[src/rtl/uart_pkg.sv]
// rtl/uart_pkg.sv - shared UART constants, receiver state encoding and vote helper
package uart_pkg;

    localparam int UART_OVERSAMPLE = 16;
    localparam int UART_DATA_BITS  = 8;

    typedef enum logic [2:0] {
        ST_IDLE      = 3'd0,
        ST_START     = 3'd1,
        ST_DATA      = 3'd2,
        ST_STOP      = 3'd3,
        ST_WAIT_IDLE = 3'd4
    } uart_rx_state_e;

    // 2-of-3 majority of three line samples
    function automatic logic maj3(input logic a, input logic b, input logic c);
        return (a & b) | (a & c) | (b & c);
    endfunction

endpackage

[src/rtl/uart_rx_sync.sv]
// rtl/uart_rx_sync.sv - two-flop synchronizer with configurable reset value
module uart_rx_sync #(
    parameter logic RST_VAL = 1'b1
) (
    input  logic clk,
    input  logic rst,
    input  logic d,
    output logic q
);

    logic meta;

    // Two-stage capture of the asynchronous input
    always_ff @(posedge clk) begin
        if (rst) begin
            meta <= RST_VAL;
            q    <= RST_VAL;
        end else begin
            meta <= d;
            q    <= meta;
        end
    end

endmodule

[src/rtl/uart_rx.sv]
// rtl/uart_rx.sv - 8N1 UART receiver; UART_RX_MAJORITY_EN enables 2-of-3 vote sampling
module uart_rx
    import uart_pkg::*;
#(
    parameter int OVERSAMPLE = UART_OVERSAMPLE,
    parameter int DATA_BITS  = UART_DATA_BITS
) (
    input  logic                 clk,
    input  logic                 rst,
    input  logic                 tick,
    input  logic                 rx,
    output logic [DATA_BITS-1:0] rx_data,
    output logic                 rx_done,
    output logic                 frame_err,
    output logic                 busy
);

    localparam int TW = $clog2(OVERSAMPLE);
    localparam int BW = $clog2(DATA_BITS);
    localparam logic [TW-1:0] TICK_MID = TW'(OVERSAMPLE / 2 - 1);
    localparam logic [TW-1:0] TICK_END = TW'(OVERSAMPLE - 1);
    localparam logic [BW-1:0] BIT_LAST = BW'(DATA_BITS - 1);

    uart_rx_state_e       state;
    logic [TW-1:0]        tick_cnt;
    logic [BW-1:0]        bit_cnt;
    logic [DATA_BITS-1:0] shreg;
    logic                 rx_s;
    logic                 sample;

    uart_rx_sync #(
        .RST_VAL (1'b1)
    ) u_sync (
        .clk (clk),
        .rst (rst),
        .d   (rx),
        .q   (rx_s)
    );

`ifdef UART_RX_MAJORITY_EN
    logic [1:0] vote_hist;

    // Keep the line values of the two previous ticks for the vote
    always_ff @(posedge clk) begin
        if (rst) begin
            vote_hist <= 2'b11;
        end else if (tick) begin
            vote_hist <= {vote_hist[0], rx_s};
        end
    end

    assign sample = maj3(vote_hist[1], vote_hist[0], rx_s);
`else
    assign sample = rx_s;
`endif

    // Frame FSM: start detect, mid-bit sampling, stop check and break hold-off
    always_ff @(posedge clk) begin
        if (rst) begin
            state     <= ST_IDLE;
            tick_cnt  <= '0;
            bit_cnt   <= '0;
            shreg     <= '0;
            rx_data   <= '0;
            rx_done   <= 1'b0;
            frame_err <= 1'b0;
            busy      <= 1'b0;
        end else begin
            rx_done   <= 1'b0;
            frame_err <= 1'b0;
            if (tick) begin
                unique case (state)
                    ST_IDLE: begin
                        if (!rx_s) begin
                            tick_cnt <= '0;
                            state    <= ST_START;
                            busy     <= 1'b1;
                        end
                    end
                    ST_START: begin
                        if (tick_cnt == TICK_MID) begin
                            if (!sample) begin
                                tick_cnt <= '0;
                                bit_cnt  <= '0;
                                state    <= ST_DATA;
                            end else begin
                                state <= ST_IDLE;
                                busy  <= 1'b0;
                            end
                        end else begin
                            tick_cnt <= tick_cnt + 1'b1;
                        end
                    end
                    ST_DATA: begin
                        if (tick_cnt == TICK_END) begin
                            shreg    <= {sample, shreg[DATA_BITS-1:1]};
                            tick_cnt <= '0;
                            if (bit_cnt == BIT_LAST) begin
                                state <= ST_STOP;
                            end else begin
                                bit_cnt <= bit_cnt + 1'b1;
                            end
                        end else begin
                            tick_cnt <= tick_cnt + 1'b1;
                        end
                    end
                    ST_STOP: begin
                        if (tick_cnt == TICK_END) begin
                            tick_cnt <= '0;
                            if (sample) begin
                                rx_data <= shreg;
                                rx_done <= 1'b1;
                                state   <= ST_IDLE;
                                busy    <= 1'b0;
                            end else begin
                                frame_err <= 1'b1;
                                state     <= ST_WAIT_IDLE;
                            end
                        end else begin
                            tick_cnt <= tick_cnt + 1'b1;
                        end
                    end
                    ST_WAIT_IDLE: begin
                        if (rx_s) begin
                            state <= ST_IDLE;
                            busy  <= 1'b0;
                        end
                    end
                    default: begin
                        state <= ST_IDLE;
                        busy  <= 1'b0;
                    end
                endcase
            end
        end
    end

endmodule

[config.mk]
export PLATFORM = sky130hd
export DESIGN_NAME = uart_rx
export DESIGN_NICKNAME = d
export VERILOG_FILES = /design/src/rtl/uart_pkg.sv /design/src/rtl/uart_rx_sync.sv /design/src/rtl/uart_rx.sv
export SDC_FILE = /design/constraint.sdc
export NUM_CORES = 1
export LEC_CHECK = 0
export ABC_AREA = 1
export ABC_CLOCK_PERIOD_IN_PS = 1600
export CORE_MARGIN = 10
export CORE_UTILIZATION = 50
export CTS_CLUSTER_SIZE = 10
export DETAILED_ROUTE_END_ITERATION = 8
export DONT_BUFFER_PORTS = 1
export RECOVER_POWER = 25
export SLEW_MARGIN = 30
export SYNTH_ARGS = -nofsm -noshare
export SYNTH_HDL_FRONTEND = slang
export SYNTH_SLANG_ARGS = --single-unit
[constraint.sdc]
create_clock -name clk -period 1.6 [get_ports clk]
set_input_delay 0.32 -clock clk [delete_from_list [all_inputs] [get_ports clk]]
set_output_delay 0.32 -clock clk [all_outputs]
set_load 0.05 [all_outputs]
==> summary.txt <==
Outcome: finished clean
Antenna viol nets, final: 0
H-tree Lvls: 2
Share of layout cells above drive strength 1: 0.171
Final period utilization: 0.910
Area of the mapped netlist: 1450 um^2
Ports: 15
Routed WL: 3.09 mm
Synth warn: 0
Drc violations: 0
Final Hold Fails: 0
Vias in the first global route: 1218
Req. time, crit path: 1.82 ns
Fillers: 264
Reg area: 623 um^2
GRT overflow: 0
Synthesized Nets: 208
Worst hold path class: input port to register
Gp weighted congestion: 0.882
TritonRoute pass-1 iters: 4
CP startpoint kind: register
Area of the multi-input gates: 767 um^2
Number of max-cap violations: 0
VDD IR max: 0.757 mV
Hold Path Stages: 1
Die width: 73.8 um
Die Y-Extent: 73.8 um
Worst reg2reg path depth: 9
Largest net degree at the start of global routing: 22
Hold Path End: tick_cnt[1]$_SDFFE_PP0P_
Routed len/inst: 12.8 um
Port bufs: 0
Starting Density: 0.525
Via/cell ratio: 5.32
Rows: 19
Reg clk slew, reported paths: 0.10 ns
# setup viols final: 0
R2R setup slack: 0.14 ns
Max Fclk: 0.687 GHz
Core area: 2760 um^2
Crit end category: register
FF-to-FF Start: tick_cnt[0]$_SDFFE_PP0P_
Setup TNS: 0 ns
Root Buffer: clkbuf_4
Max-slew violation count: 0
Area leader, netlist: dfxtp_1
Worst clock skew: 0.0101 ns
Clk_lat worst skew: 0.32 ns
Worst Path Max Fanout: 7
Minimum clock period: 1.46 ns
Power Dens Cells: 947 nW/um^2
Synth area leaders: dfxtp_1, nor2_1, nand2_1, o21ai_0, nand3_1
Hold Slack: 0.0445 ns
Post-synthesis instance total: 201
Avg Inst Size Synth: 7.20 um^2
Longest Clk Path Bufs: 2
Sequential fraction of the synthesis area: 0.429
Initial antenna violation count: 0
Seq cells post-synth: 31
Post-synth top area share: 0.429
Total Nets Final: 216
Area grow syn2layout: 10.3%
Hold Path Origin: rst
Die area: 5440 um^2
Number of DRC markers in iteration 0: 90
TritonCTS clock tree: built
Leakage power: 0.000700 uW
Rel. slew slack: 0.646
Worst Path Arrival: 1.68 ns
Setup CP Type: register to register
DP Wirelength: 2.28 mm
Sink Count: 31
CTS Buf Count: 5
Measured slew at the worst slew-check pin: 0.531 ns
Global-route usage over all layers: 0.121
First-pass GRT wire length: 5.23 mm
Yosys cell types: 22
Vias: 1283
Ant diodes: 0
Worst reg2reg endpoint: busy$_SDFFE_PP0P_
==> layout make-up <==
cell class | instances | share of cell area
multi-input cells | 150 | 0.481
flip-flops and latches | 31 | 0.391
clock buffers | 8 | 0.0431
inverters | 16 | 0.0376
well taps | 31 | 0.0243
repair buffers | 5 | 0.0235
==> synth_stat cells <==
| master | count |
|---|---|
| nand2_4 | 1 |
| ha_1 | 3 |
| nand2_1 | 32 |
| dfxtp_1 | 31 |
| a21oi_1 | 10 |
| o21ai_2 | 2 |
| nand3_1 | 12 |
| buf_6 | 1 |
| nor2_4 | 4 |
| nand4_1 | 4 |
| buf_4 | 1 |
| nor2_1 | 49 |
| nor2_2 | 4 |
| o21ai_1 | 5 |
| nand3_2 | 3 |
| or2_2 | 2 |
| clkbuf_1 | 3 |
| o21ai_0 | 15 |
| inv_1 | 12 |
| inv_2 | 4 |
| o211ai_1 | 1 |
| nor3_1 | 2 |
==> worst max-delay path by stage <==
stage	slack, ns	to	cells past startpoint	start
finish	0.14	busy$_SDFFE_PP0P_	9	tick_cnt[0]$_SDFFE_PP0P_
global route	-0.01	state[1]$_SDFFE_PP0P_	9	tick_cnt[0]$_SDFFE_PP0P_
CTS	0.003	shreg[5]$_SDFFE_PP0P_	8	tick_cnt[0]$_SDFFE_PP0P_
detailed placement	0.03	shreg[5]$_SDFFE_PP0P_	8	tick_cnt[0]$_SDFFE_PP0P_
global placement	0.09	shreg[0]$_SDFFE_PP0P_	8	tick_cnt[0]$_SDFFE_PP0P_
floorplan	0.22	shreg[0]$_SDFFE_PP0P_	8	tick_cnt[0]$_SDFFE_PP0P_
==> critical path, stage by stage, from the launching register on <==
cell and delay [ns]:
dfxtp_2 0.39, ha_4 0.18, nand2_1 0.07, nor2_1 0.12, nor2_2 0.07, nor2_4 0.15, buf_4 0.17, nand3_1 0.09
nand2_1 0.07, nor2_1 0.05
==> state kept, by name (all words and copies together), names as in the netlist <==
name / count
frame_err: 1
busy: 1
rx_data: 8
shreg: 8
state: 3
u_sync.meta: 1
u_sync.q: 1
bit_cnt: 3
tick_cnt: 4
rx_done: 1
==> layout by cell type, fill, tap and decap left out, drive strengths merged <==
cell / instances
nand4: 4
clkbuf: 8
nor2: 58
dfxtp: 31
inv: 16
ha: 3
nand3: 15
buf: 5
o211ai: 1
or2: 2
o21ai: 22
nand2: 33
a21oi: 10
nor3: 2
==> through the flow <==
step                      instances  utilization  cell area, um^2  worst slack [ns]  total power (uW)
final                           241        0.578             1600             0.143              1510
after global routing            241        0.578             1600          -0.00999              1590
after CTS                       238        0.561             1550           0.00281              1530
after detailed placement        230        0.536             1480            0.0260              1010
after global placement          230        0.536             1480            0.0873              1010
after floorplan                 201            -             1450             0.222               984
==> metal layers <==
metal	vias up	track usage	part of all wire
met4	0	0.0559	0.023
met1	583	0.123	0.42
met5	-	0	0
li1	672	-	-
met2	20	0.206	0.50
met3	8	0.0538	0.060
==> power breakdown <==
group          total, uW  leakage, uW  switching, uW  internal, uW
combinational        178     0.000410            113          65.3
sequential           822     0.000251           33.8           788
clock                511    0.0000386            252           258
total               1510     0.000700            399          1110
==> timing repair <==
item | in CTS | in global routing
hold buffers | 0 | 0
resized for setup | 0 | 6
setup endpoints to repair | 0 | 23
setup buffers | 0 | 2
==> logic make-up after synthesis <==
| group | share of synthesized area |
|---|---|
| AOI/OAI and AO/OA | 0.121 |
| adders and majority gates | 0.0260 |
| buffers and inverters | 0.0623 |
| DFF | 0.429 |
| and+or+nand+nor | 0.362 |
(Power assumes the default switching activity.)
